===== src/rtl/fifo_pkg.sv =====
// Shared definitions for the FIFO control block: size defaults and the
// status-state encoding. The status state is a set of outcome bits so that
// combined outcomes (e.g. a refused write alongside an accepted read) are
// representable; the named constants cover every reachable combination's parts.
package fifo_pkg;

  localparam int FIFO_DEPTH = 8;
  localparam int FIFO_AW    = 3;
  localparam int FIFO_DW    = 32;

  localparam int ST_W = 4;

  // Bit positions of each outcome inside the status state.
  localparam int ST_BIT_WR_ACK = 0;
  localparam int ST_BIT_WR_ERR = 1;
  localparam int ST_BIT_RD_ACK = 2;
  localparam int ST_BIT_RD_ERR = 3;

  localparam logic [ST_W-1:0] ST_IDLE   = 4'b0000;
  localparam logic [ST_W-1:0] ST_WRITE  = 4'b0001;
  localparam logic [ST_W-1:0] ST_WR_ERR = 4'b0010;
  localparam logic [ST_W-1:0] ST_READ   = 4'b0100;
  localparam logic [ST_W-1:0] ST_RD_ERR = 4'b1000;
  localparam logic [ST_W-1:0] ST_RW     = ST_WRITE | ST_READ;

endpackage


===== src/rtl/fifo_addr_calc.sv =====
// Next-state logic for the FIFO control block: decides which requests are
// accepted this cycle and computes the next head, tail, occupancy and status.
// Purely combinational; all state lives in fifo_ctrl.
module fifo_addr_calc
  import fifo_pkg::*;
#(
  parameter int AW = FIFO_AW
) (
  input  logic            wr_en,
  input  logic            rd_en,
  input  logic            full,
  input  logic            empty,
  input  logic [AW-1:0]   head,
  input  logic [AW-1:0]   tail,
  input  logic [AW:0]     count,
  output logic            wr_ok,
  output logic            rd_ok,
  output logic [AW-1:0]   head_nxt,
  output logic [AW-1:0]   tail_nxt,
  output logic [AW:0]     count_nxt,
  output logic [ST_W-1:0] state_nxt
);

  // Acceptance, pointer advance, occupancy update and outcome bits.
  always_comb begin
    // NOTE: every output gets a default first so no path leaves one unassigned (no latch).
    wr_ok     = wr_en & ~full;
    rd_ok     = rd_en & ~empty;
    head_nxt  = head;
    tail_nxt  = tail;
    count_nxt = count;
    state_nxt = ST_IDLE;

    // Depth is a power of two, so the natural AW-bit rollover gives 7 -> 0.
    if (wr_ok) tail_nxt = tail + 1'b1;
    if (rd_ok) head_nxt = head + 1'b1;

    unique case ({wr_ok, rd_ok})
      2'b10:   count_nxt = count + 1'b1;
      2'b01:   count_nxt = count - 1'b1;
      default: count_nxt = count;
    endcase

    if (wr_ok)      state_nxt = state_nxt | ST_WRITE;
    else if (wr_en) state_nxt = state_nxt | ST_WR_ERR;
    if (rd_ok)      state_nxt = state_nxt | ST_READ;
    else if (rd_en) state_nxt = state_nxt | ST_RD_ERR;
  end

endmodule


===== src/rtl/fifo_ctrl.sv =====
// Control end of the 8-deep synchronous FIFO: owns head/tail pointers,
// occupancy and status flags, drives the register file's write side and
// read address, and registers the returned read word onto d_out.
// Optional feature macro: FIFO_ALMOST_FLAGS_EN adds almost_full/almost_empty.
module fifo_ctrl
  import fifo_pkg::*;
#(
  parameter int DEPTH = FIFO_DEPTH,
  parameter int AW    = FIFO_AW,
  parameter int DW    = FIFO_DW
) (
  input  logic          clk,
  input  logic          reset_n,
  input  logic          wr_en,
  input  logic          rd_en,
  input  logic [DW-1:0] d_in,
  input  logic [DW-1:0] rData,
  output logic          we,
  output logic [AW-1:0] wAddr,
  output logic [DW-1:0] wData,
  output logic [AW-1:0] rAddr,
  output logic [DW-1:0] d_out,
  output logic          full,
  output logic          empty,
  output logic          wr_ack,
  output logic          wr_err,
  output logic          rd_ack,
  output logic          rd_err,
  output logic [AW:0]   data_count
`ifdef FIFO_ALMOST_FLAGS_EN
  ,
  output logic          almost_full,
  output logic          almost_empty
`endif
);

  localparam logic [AW:0] FULL_COUNT = (AW+1)'(DEPTH);

  logic [AW-1:0]   head, tail, head_nxt, tail_nxt;
  logic [AW:0]     count, count_nxt;
  logic [ST_W-1:0] state, state_nxt;
  logic            wr_ok, rd_ok;

  fifo_addr_calc #(.AW(AW)) u_addr_calc (
    .wr_en     (wr_en),
    .rd_en     (rd_en),
    .full      (full),
    .empty     (empty),
    .head      (head),
    .tail      (tail),
    .count     (count),
    .wr_ok     (wr_ok),
    .rd_ok     (rd_ok),
    .head_nxt  (head_nxt),
    .tail_nxt  (tail_nxt),
    .count_nxt (count_nxt),
    .state_nxt (state_nxt)
  );

  // Occupancy flags and register-file interface decode.
  always_comb begin
    full       = (count == FULL_COUNT);
    empty      = (count == '0);
    // Held low during reset so a write coinciding with reset never lands.
    we         = wr_ok & reset_n;
    wAddr      = tail;
    wData      = d_in;
    rAddr      = head;
    data_count = count;
    wr_ack     = state[ST_BIT_WR_ACK];
    wr_err     = state[ST_BIT_WR_ERR];
    rd_ack     = state[ST_BIT_RD_ACK];
    rd_err     = state[ST_BIT_RD_ERR];
  end

`ifdef FIFO_ALMOST_FLAGS_EN
  // Early-warning flags one entry from either end.
  always_comb begin
    almost_full  = (count == FULL_COUNT - 1'b1);
    almost_empty = (count == (AW+1)'(1));
  end
`endif

  // Pointer, occupancy, status and read-data registers.
  always_ff @(posedge clk or negedge reset_n) begin
    if (!reset_n) begin
      // NOTE: only control state is reset; the register file keeps stale words, which is harmless since count gates every read.
      head  <= '0;
      tail  <= '0;
      count <= '0;
      state <= ST_IDLE;
      d_out <= '0;
    end else begin
      // NOTE: non-blocking assignments so every register samples pre-edge values.
      head  <= head_nxt;
      tail  <= tail_nxt;
      count <= count_nxt;
      state <= state_nxt;
      if (rd_ok) d_out <= rData;
    end
  end

endmodule

===== config.mk =====
export PLATFORM = sky130hd
export DESIGN_NAME = fifo_ctrl
export DESIGN_NICKNAME = d
export VERILOG_FILES = /design/src/rtl/fifo_pkg.sv /design/src/rtl/fifo_addr_calc.sv /design/src/rtl/fifo_ctrl.sv
export SDC_FILE = /design/constraint.sdc
export NUM_CORES = 1
export LEC_CHECK = 0
export ABC_AREA = 1
export BUFFER_PORTS_ARGS = -buffer_cell sky130_fd_sc_hd__buf_4
export CORE_MARGIN = 8
export CORE_UTILIZATION = 45
export CTS_CLUSTER_DIAMETER = 200
export DETAILED_ROUTE_END_ITERATION = 16
export HOLD_SLACK_MARGIN = 0.06
export PLACE_DENSITY_LB_ADDON = 0.15
export SLEW_MARGIN = 20
export SYNTH_ARGS = -nofsm -noshare
export SYNTH_HDL_FRONTEND = slang
export SYNTH_SLANG_ARGS = --single-unit

===== constraint.sdc =====
create_clock -name clk -period 5.92 [get_ports clk]
set_clock_uncertainty 0.15 [all_clocks]
set_input_delay 1.776 -clock clk [delete_from_list [all_inputs] [get_ports clk]]
set_output_delay 1.776 -clock clk [all_outputs]
set_load 0.05 [all_outputs]

* After elaboration in Yosys (flattened, before gate mapping)
Cells that the tools add are included. Widths: inputs -> output; s select.
Word-level totals: bits in registers 46, bits of input ports 68, logic and storage cells 24
Cells by class: $add $sub $neg 4, equal/unequal tests 3, muxes and demuxes 5, bitwise gates (word level) 5, reduce and logical (&&, ||, !) cells 2
Operators by type and width (number):
- $mux 4 | 3
- $pmux 4 s2 | 1
- $add 3x1->3 const B | 2
- $add 4x1->4 const B | 1
- $eq 4x4->1 const B | 1
- $logic_not 4->1 | 1
- $sub 4x1->4 const B | 1
- $and 1x1->1 | 3
- $eq 2x1->1 const B | 1
- $eq 2x2->1 const B | 1
- $mux 2 | 1
- $not 1->1 | 2
- $reduce_bool 2->1 | 1

* Depth between registers and ports, before layout
Gate-level depths: netlist (run 1).
depth after elaboration 6, depth in mapped cells 13, depth with buffers taken out 12

* Modules after synthesis
From an unflattened synthesis (run 1), not the netlist that was laid out.
Unflattened totals: cells, all modules 250, area, all modules 2406.1 um2
Modules (own cells, without submodules):
- fifo_ctrl | times used 1, cells each 192, area an instance 2045.7 um2, seq. area each 1151.1 um2
- fifo_addr_calc | times used 1, cells each 58, area an instance 360.3 um2, seq. area each 0.0 um2

* Least setup slack after synthesis (run 1)
No wires, ideal clock.
kind input-to-output, from input port wr_en, to output port we, arrival 2.521 ns, data required time 3.994 ns, slack 1.473 ns, cell stages on the path 2, path buffers 0, path through nand2_2 nor2_1
Between the ends: longest elaborated chain between the ends 2
RTL lines:
- from (decl) | RTL line fifo_ctrl.sv:14 | input logic wr_en,
- $and 1x1->1 | RTL line fifo_addr_calc.sv:27 | wr_ok = wr_en & ~full;
- $and 1x1->1 | RTL line fifo_ctrl.sv:65 | we = wr_ok & reset_n;
- to (decl) | RTL line fifo_ctrl.sv:18 | output logic we,
No other way between the ends.

* Worst setup path after layout (run 1)
Same ends and word-level chain as after synthesis.

==> flow_summary_export.csv, run 1 <==
group,metric,value,unit
synthesis,synth.distinct_cells,18,
global_routing,met2_usage,0.205,
synthesis,synth.most_common_cell,"nand2_1",
setup_path,r2r-start,"data_count[1]$_DFFE_PN0P_",
setup_path,end_kind,"primary output",
sta,tightest_slew,0.582,ns
layout,nets,369,
synthesis,synth.area.top_cells,"dfrtp_1 (53%), nand2_1 (18%), buf_4 (12%), ha_1 (2.9%), nand2_2 (2.9%)",
sta,slew_violations,0,
sta,fin_crit_sh,0.713,
setup_path,crit_required,3.99,ns
setup_path,critPathArrivalTime,2.29,ns
synthesis,synth_common_cells,"nand2_1 (106), dfrtp_1 (46), buf_4 (34), inv_1 (13), nand2_2 (10)",
setup_path,cp_slowest_cell,"buf_4",
min_path,hold_class,"register to register",
clock_tree,postCtsSetupRepairBufs,0,
place,dpl.hpwl,3.48,mm
status,status,"completed",
min_path,hold_depth,2,
route,wl_per_cell,13.8,um
synthesis,async_reset_ff_frac,1.00,
floorplan,rows,25,
sta,finalCriticalPeriod,4.22,ns
route,wirelength,4.82,mm
global_routing,grt-ovfl-total,0,
setup_path,crit_path_max_incr_delay,0.21,ns
layout,area_growth,22.7,%
synthesis,postSynthCellCount,241,
min_path,holdPathEnd,"d_out[13]$_DFFE_PN0P_",
global_routing,antenna_found_initial,0,
floorplan,initial_utilization,0.466,
pwr,power.density,604,mW/mm2
layout,diodes,0,
setup_path,rr_endpoint,"data_count[3]$_DFFE_PN0P_",
place,io_buffers,84,
route,initialDrtViolationCount,60,
synthesis,syn-num-nets,315,
route,drtAntennaViolNets,0,
route,viasPerCell,4.58,
floorplan,die_area,0.00735,mm2
sta,slew_headroom,0.612,
synthesis,yosys.area.top_type,"dfrtp_1",
clock_tree,clkTransAtPathRegs,0.08,ns
sta,finalSetupViolCount,0,
run,cap_violations,0,
setup_path,r2r_cells,11,
floorplan,fp.dieH,85.7,um
pwr,leakage,1.53,nW
setup_path,path_class,"input port to primary output",
setup_path,path_common_cell,"buf_4",
clock_tree,cts_num_sinks,46,
synthesis,synth_enable_flop_cells,0,
setup_path,cp_num_buf_inv,2,
sta,final_hold_viol_count,0,
clock_tree,cts-root-buf,"clkbuf_8",
clock_tree,cts_tree,"yes",
place,place_area,0.00259,mm2
place,gp_congestion,0.805,
layout,fin_area,0.00269,mm2
synthesis,ys_ff_latch,46,
clock_tree,cts_buffer_depth,2,
layout,drive_above_1_share,0.361,
route,first_pass_iters,4,
setup_path,crit_path_max_fanout,7,
clock_tree,hold_buffers,0,
setup_path,critPathLaunchType,"input port",
setup_path,critical_path.top_delay_family,"buffers and inverters",
synthesis,yosysSeqAreaShare,0.526,
floorplan,pin_count,149,
global_routing,grt_pass1_wl,8.06,mm
floorplan,core_area,0.00469,mm2
sta,fmax,237,MHz
clock_tree,cts_buffers,5,
synthesis,yosysWarningCount,0,
route,dr_total_vias,1604,
setup_path,reg2reg_slack,3.27,ns
route,remaining_drc_errors,0,
global_routing,grt_max_degree,47,
place,pre_cts_ws,1.71,ns
sta,fin_ws,1.70,ns
floorplan,die_w,85.7,um
global_routing,grt.met3_usage,0.0669,
synthesis,yosys.area.top_type_share,0.526,
synthesis,postSynthAreaPerCell,9.08,um2
pwr,peakVddDrop,0.384,mV
global_routing,gr-max-usage-layer,"met2",
global_routing,met1_usage,0.169,
synthesis,synthFlopType,"dfrtp_1",
synthesis,synth_area,0.00219,mm2
setup_path,cp_cell_sequence,"buf_4, nand2_2, nor2_1, buf_4",
clock_tree,cts_resized,0,
min_path,hp-start,"d_out[13]$_DFFE_PN0P_",
sta,grt_setup_unrepaired,"no",
global_routing,grt_pass1_vias,1618,
sta,fin_setup_tns,0,ns
clock_tree,clock_latency,0.29,ns
clock_tree,h-tree-depth,2,
global_routing,grt_usage,0.136,
[sequential cells by signal, summed over array words and instances (netlist names)]
| signal | count |
|---|---|
| rAddr | 3 |
| d_out | 32 |
| state | 4 |
| data_count | 4 |
| wAddr | 3 |
[layout make-up]
type                    instances  area (um2)
fillers                       445        2010
flip-flops and latches         46        1150
multi-input cells             143         679
repair buffers                 85         638
clock buffers                   7        86.3
well taps                      54        67.6
inverters                      14        57.6
clock inverters                 1        5.00
[metal layers]
| metal | wire length [um] | up-vias | share of wire |
|---|---|---|---|
| met4 | 48 | 0 | 0.010 |
| met3 | 476 | 7 | 0.099 |
| met5 | 0 | - | 0 |
| met2 | 2040 | 73 | 0.42 |
| li1 | - | 797 | - |
| met1 | 2250 | 727 | 0.47 |
[cell families (layout without fill, tap and decap cells)]
| kind of cell | count (synthesis) | after routing | synth area share |
|---|---|---|---|
| AO/OA/AOI/OAI | 4 | 4 | 0.00915 |
| buffers and inverters | 52 | 107 | 0.164 |
| XOR/XNOR | 6 | 6 | 0.0240 |
| flip-flops | 46 | 46 | 0.526 |
| adder cells (fa/ha/maj) | 6 | 6 | 0.0377 |
| AND/OR/NAND/NOR | 127 | 127 | 0.240 |
[cell usage in the layout, fill, tap and decap left out, types with 3 or more instances in the layout]
cell and n:
buf_4 85, clkbuf_8 6, dfrtp_1 46, ha_1 5, inv_1 13, nand2_1 106, nand2_2 10, nand3_1 3
nor2_1 4, o21ai_0 4, xnor2_1 5
[report_power, final]
group          internal, mW  switching, mW  total (mW)  leakage (nW)
clock                0.0943         0.0999       0.194        0.0482
sequential            0.428         0.0782       0.507         0.564
combinational         0.271          0.649       0.920         0.921
total                 0.794          0.827        1.62          1.53
[worst min-delay path, delay by kind of cell (launching register included)]
family           cells  cell delay [ns]
DFF                  1             0.35
and+or+nand+nor      2             0.10
[stage by stage]
step,total power [mW],hold slack (ns),utilization,std cells
3_5_place_dp,1.45,0.316,0.553,342
4_1_cts,1.65,0.339,0.572,350
5_1_grt,1.73,0.351,0.572,350
6_report,1.62,0.334,0.572,350
2_1_floorplan,1.23,0.605,-,241
3_3_place_gp,1.44,0.312,0.553,342
[worst max-delay path by stage]
| stage | from | endpoint | slack [ns] | cells after the start |
|---|---|---|---|---|
| final | wr_en | we | 1.70 | 4 |
| after detailed placement | wr_en | we | 1.71 | 4 |
| after global placement | wr_en | we | 1.71 | 4 |
| after global routing | wr_en | we | 1.65 | 4 |
| after floorplan | wr_en | we | 1.47 | 2 |
| after CTS | wr_en | we | 1.70 | 4 |
(Power assumes the default switching activity.)
==> inputs of run 2 (changes only) <==
--- a/config.mk
+++ b/config.mk
@@ -8,7 +8,7 @@
 export ABC_AREA = 1
 export BUFFER_PORTS_ARGS = -buffer_cell sky130_fd_sc_hd__buf_4
 export CORE_MARGIN = 8
-export CORE_UTILIZATION = 45
+export CORE_UTILIZATION = 41
 export CTS_CLUSTER_DIAMETER = 200
 export DETAILED_ROUTE_END_ITERATION = 16
 export HOLD_SLACK_MARGIN = 0.06
==> constraint.sdc (replaced) <==
create_clock -name clk -period 4.3 [get_ports clk]
set_clock_uncertainty 0.15 [all_clocks]
set_input_delay 1.29 -clock clk [delete_from_list [all_inputs] [get_ports clk]]
set_output_delay 1.29 -clock clk [all_outputs]
set_load 0.05 [all_outputs]
==> run 2 against run 1 <==
Flip-flop and latch count unchanged. First-iteration DRC count up 27%. Core utilization down 4.6 points. Cell area up 0.75%. Worst hold slack worse by 0.0026 ns. Non-clock buffer count unchanged. Clock power up 37%. Global-route usage down 1.2 points. Critical endpoint unchanged. Wire length up 2.9%. Setup slack worse by 0.64 ns. Largest power group unchanged.
==> flow_summary_export.csv, run 2 (synthesis gave the netlist of run 1 again) <==
group,metric,value,unit
status,status,"completed",
route,top_layer_used,"met4",
layout,drive_above_1_share,0.361,
sta,slew_violations,0,
sta,final_hold_viol_count,0,
setup_path,crit_required,2.86,ns
sta,fmax,309,MHz
sta,tightest_slew,0.576,ns
global_routing,grt_usage,0.125,
sta,hold_slack,0.332,ns
setup_path,crit_path_max_incr_delay,0.20,ns
layout,diodes,0,
global_routing,grt_pass1_vias,1680,
layout,fin_area,0.00271,mm2
route,wl_per_cell,13.5,um
layout,regMostFlops,"d_out",
global_routing,antenna_found_initial,0,
floorplan,initial_utilization,0.426,
route,initialDrtViolationCount,76,
setup_path,path_common_cell,"buf_4",
setup_path,crit_path_max_fanout,7,
sta,finalSetupViolCount,0,
setup_path,critPathArrivalTime,1.79,ns
pwr,power.density,826,mW/mm2
pwr,switching_power,1.14,mW
layout,final_cell_mix,"nand2_1 (106), buf_4 (85), dfrtp_1 (46)",
global_routing,grt-ovfl-total,0,
clock_tree,cts_num_sinks,46,
layout,layout_commonest_cell,"nand2_1",
clock_tree,cts_buffers,5,
floorplan,fp.dieH,89.1,um
clock_tree,cts_tree,"yes",
floorplan,core_area,0.00514,mm2
layout,nets,369,
route,viasPerCell,4.46,
sta,grt_setup_unrepaired,"no",
pwr,p_clk_frac,0.119,
clock_tree,clock_latency,0.29,ns
floorplan,die_w,89.1,um
layout,final_cells,366,
clock_tree,h-tree-depth,2,
pwr,p_sw_frac,0.511,
floorplan,rows,26,
pwr,p_seq_frac,0.314,
pwr,intPower,1.09,mW
run,cap_violations,0,
setup_path,critPathLaunchType,"input port",
layout,largest_reg_flops,32,
layout,area_growth,23.6,%
global_routing,grt_max_degree,47,
setup_path,path_class,"input port to primary output",
min_path,hold_class,"register to register",
clock_tree,clkTransAtPathRegs,0.08,ns
sta,fin_crit_sh,0.752,
setup_path,cp_cell_sequence,"buf_4, nand2_2, nor2_1, buf_4",
floorplan,die_area,0.00793,mm2
clock_tree,cts-root-buf,"clkbuf_8",
setup_path,cp_slowest_cell,"buf_4",
pwr,peakVddDrop,0.374,mV
route,remaining_drc_errors,0,
clock_tree,cts_buffer_depth,2,
pwr,pwr-share-comb,0.568,
setup_path,end_kind,"primary output",
place,io_buffers,84,
place,dpl.hpwl,3.57,mm
clock_tree,postCtsSetupRepairBufs,0,
pwr,leakage,1.53,nW
global_routing,grt_pass1_wl,7.73,mm
sta,slew_headroom,0.616,
place,gp_congestion,0.704,
place,dp.cells,358,
sta,finalCriticalPeriod,3.23,ns
route,drtAntennaViolNets,0,
route,wirelength,4.96,mm
route,met3WireLength,581,um
route,wl_met1,2.16,mm
route,dr_total_vias,1631,
place,place_area,0.00261,mm2
clock_tree,cts_resized,0,
route,first_pass_iters,4,
route,met2_wirelength,2.15,mm
floorplan,pin_count,149,
sta,fin_setup_tns,0,ns
clock_tree,hold_buffers,0,
==> run 2: cell counts in the layout (fill, tap and decap cells not counted) <==
No cell type changed its count.
==> run 2: worst max-delay path, delay by kind of cell <==
family	cells	cell delay [ns]
buf+inv	2	0.29
simple gates	2	0.21
==> run 2: cell type report <==
| type | instances | area [um2] |
|---|---|---|
| inverter | 14 | 57.6 |
| multi-input combinational | 143 | 679 |
| fill | 520 | 2430 |
| sequential | 46 | 1150 |
| clock buffer | 7 | 86.3 |
| clock inverter | 1 | 5.00 |
| timing repair buffer | 85 | 638 |
| tap | 70 | 87.6 |
==> run 2: through the flow <==
| stage | utilization | power (mW) | setup WS, ns |
|---|---|---|---|
| final | 0.526 | 2.23 | 1.07 |
| after global placement | 0.509 | 1.98 | 0.921 |
| after floorplan | - | 1.69 | 0.825 |
| after global routing | 0.526 | 2.39 | 1.03 |
| after detailed placement | 0.509 | 1.99 | 0.900 |
| after CTS | 0.526 | 2.27 | 1.06 |
==> run 2: routing by layer <==
layer  vias to the layer above  GRT usage
met1                       749      0.146
li1                        800          -
met2                        69      0.200
met3                        13     0.0506
met5                         -          0
met4                         0     0.0468
==> run 2: final timing paths <==
| check | from | end | slack, ns | cells past startpoint |
|---|---|---|---|---|
| max in group asynchronous | reset_n | d_out[17]$_DFFE_PN0P_ | 2.64 | 2 |
| worst min register to register | d_out[13]$_DFFE_PN0P_ | d_out[13]$_DFFE_PN0P_ | 0.33 | 2 |
| min in group asynchronous | reset_n | d_out[20]$_DFFE_PN0P_ | 0.98 | 2 |
| worst min-delay path | d_out[13]$_DFFE_PN0P_ | d_out[13]$_DFFE_PN0P_ | 0.33 | 2 |
| worst max register to register | data_count[1]$_DFFE_PN0P_ | data_count[3]$_DFFE_PN0P_ | 1.59 | 11 |
| worst max-delay path | wr_en | we | 1.07 | 4 |
==> run 2: power by group through the flow <==
stage          registers, mW  logic (mW)  clock network [mW]
2_1_floorplan           1.25       0.444                   0
3_3_place_gp           0.706        1.27                   0
3_5_place_dp           0.707        1.29                   0
4_1_cts                0.701        1.29               0.280
5_1_grt                0.726        1.37               0.295
6_report               0.701        1.27               0.265
==> inputs of run 3 (changes only) <==
--- a/config.mk
+++ b/config.mk
@@ -8,7 +8,7 @@
 export ABC_AREA = 1
 export BUFFER_PORTS_ARGS = -buffer_cell sky130_fd_sc_hd__buf_4
 export CORE_MARGIN = 8
-export CORE_UTILIZATION = 41
+export CORE_UTILIZATION = 37
 export CTS_CLUSTER_DIAMETER = 200
 export DETAILED_ROUTE_END_ITERATION = 16
 export HOLD_SLACK_MARGIN = 0.06
==> constraint.sdc (replaced) <==
create_clock -name clk -period 2.9 [get_ports clk]
set_clock_uncertainty 0.15 [all_clocks]
set_input_delay 0.87 -clock clk [delete_from_list [all_inputs] [get_ports clk]]
set_output_delay 0.87 -clock clk [all_outputs]
set_load 0.05 [all_outputs]
==> run 3 against run 2 <==
Sequential share of layout area shrank 0.14 points. Cell count up 1.6%. Largest cell class unchanged. Core utilization shrank 6.0 points. Cell area is 0.32% higher. Setup slack worse by 0.66 ns.
==> flow_summary_export.csv, run 3 (synthesis gave the netlist of run 1 again) <==
group,metric,value,unit
layout,final_cell_mix,"nand2_1 (106), buf_4 (87), dfrtp_1 (46)",
global_routing,grt-ovfl-total,0,
setup_path,crit_start,"data_count[1]$_DFFE_PN0P_",
floorplan,initial_utilization,0.376,
route,top_layer_used,"met4",
sta,final_hold_viol_count,0,
route,wirelength,4.94,mm
sta,finalSetupViolCount,0,
floorplan,rows,28,
place,pre_cts_ws,0.477,ns
layout,regMostFlops,"d_out",
layout,largest_reg_flops,32,
sta,fin_crit_sh,0.858,
layout,drive_above_1_share,0.367,
route,drtAntennaViolNets,0,
sta,slew_headroom,0.618,
place,io_buffers,84,
clock_tree,postCtsSetupRepairBufs,0,
pwr,peakVddDrop,0.699,mV
clock_tree,cts_num_sinks,46,
route,met2_wirelength,2.08,mm
sta,fin_ws,0.411,ns
setup_path,critPathLaunchType,"register",
clock_tree,cts_buffer_depth,2,
floorplan,core_area,0.00582,mm2
clock_tree,cts_resized,0,
setup_path,critPathArrivalTime,1.47,ns
sta,finalCriticalPeriod,2.49,ns
clock_tree,h-tree-depth,2,
run,cap_violations,0,
status,status,"completed",
clock_tree,cts_tree,"yes",
setup_path,crit_path_max_fanout,7,
route,dr_total_vias,1604,
sta,grt_setup_unrepaired,"no",
clock_tree,hold_buffers,0,
floorplan,die_w,92.9,um
global_routing,grt_pass1_wl,8.09,mm
min_path,hold_class,"register to register",
route,remaining_drc_errors,0,
route,first_pass_iters,4,
sta,fmax,402,MHz
place,dpl.hpwl,3.61,mm
sta,slew_violations,0,
route,wl_per_cell,13.3,um
pwr,finalPower,3.30,mW
route,viasPerCell,4.31,
layout,final-seq-area,0.00115,mm2
global_routing,grt_usage,0.116,
sta,tightest_slew,0.574,ns
clock_tree,clkTransAtPathRegs,0.08,ns
clock_tree,cts-root-buf,"clkbuf_8",
route,wl_met1,2.25,mm
clock_tree,cts_buffers,5,
floorplan,pin_count,149,
layout,fillers,578,
route,met3WireLength,559,um
clock_tree,clock_latency,0.29,ns
sta,fin_setup_tns,0,ns
global_routing,grt_max_degree,47,
global_routing,antenna_found_initial,0,
layout,multi_input_area,679,um2
global_routing,grt_pass1_vias,1630,
layout,layout_commonest_cell,"nand2_1",
setup_path,r2r-start,"data_count[1]$_DFFE_PN0P_",
floorplan,fp.dieH,92.9,um
setup_path,crit_required,1.88,ns
setup_path,end_kind,"primary output",
layout,diodes,0,
pwr,power.density,1210,mW/mm2
pwr,leakage,1.54,nW
min_path,hp-start,"d_out[0]$_DFFE_PN0P_",
setup_path,path_class,"register to primary output",
route,initialDrtViolationCount,40,
layout,area_growth,24.0,%
place,gp_congestion,0.753,
layout,nets,371,
floorplan,die_area,0.00863,mm2
## run 3: cell count changes in the layout (fill, tap and decap cells not counted)
cell / delta
clkbuf_1: -1
clkinv_2: +1
buf_4: +2
clkbuf_8: -1
## run 3: layout make-up
cell class	count	share of cell area
clock buffer	5	0.0254
clock inverter	2	0.00369
sequential	46	0.424
multi-input combinational	143	0.250
timing repair buffer	87	0.241
tap	75	0.0346
inverter	14	0.0212
## run 3: path summary, 6_finish.rpt
check	cells after the start	end	slack (ns)
worst min register to register	2	d_out[0]$_DFFE_PN0P_	0.33
min in group asynchronous	2	d_out[15]$_DFFE_PN0P_	0.55
worst max-delay path	5	we	0.41
worst max register to register	10	data_count[3]$_DFFE_PN0P_	0.69
max in group asynchronous	2	d_out[1]$_DFFE_PN0P_	1.66
worst min-delay path	2	d_out[0]$_DFFE_PN0P_	0.33
## run 3: layer usage
metal / up-vias / global-route usage
li1: 797 / -
met1: 734 / 0.142
met4: 0 / 0.0295
met2: 68 / 0.176
met3: 5 / 0.0574
met5: - / 0
## run 3: critical path, stage by stage (launching register included)
cell,delay (ns)
dfrtp_1,0.46
nor2_2,0.17
nand3_1,0.14
nand2_2,0.17
nor2_1,0.06
buf_4,0.19
## run 3: report_power, final
group	total, mW	switching [mW]	internal [mW]
logic	1.90	1.33	0.563
registers	1.04	0.162	0.875
clock network	0.363	0.201	0.162
## run 3: metrics by stage
| stage | utilization | hold WS (ns) | std cells | area, um2 |
|---|---|---|---|---|
| 6_report | 0.467 | 0.333 | 372 | 2710 |
| 5_1_grt | 0.467 | 0.347 | 372 | 2710 |
| 4_1_cts | 0.467 | 0.338 | 372 | 2710 |
| 3_5_place_dp | 0.453 | 0.318 | 365 | 2640 |
| 3_3_place_gp | 0.453 | 0.312 | 365 | 2640 |
| 2_1_floorplan | - | 0.424 | 241 | 2190 |
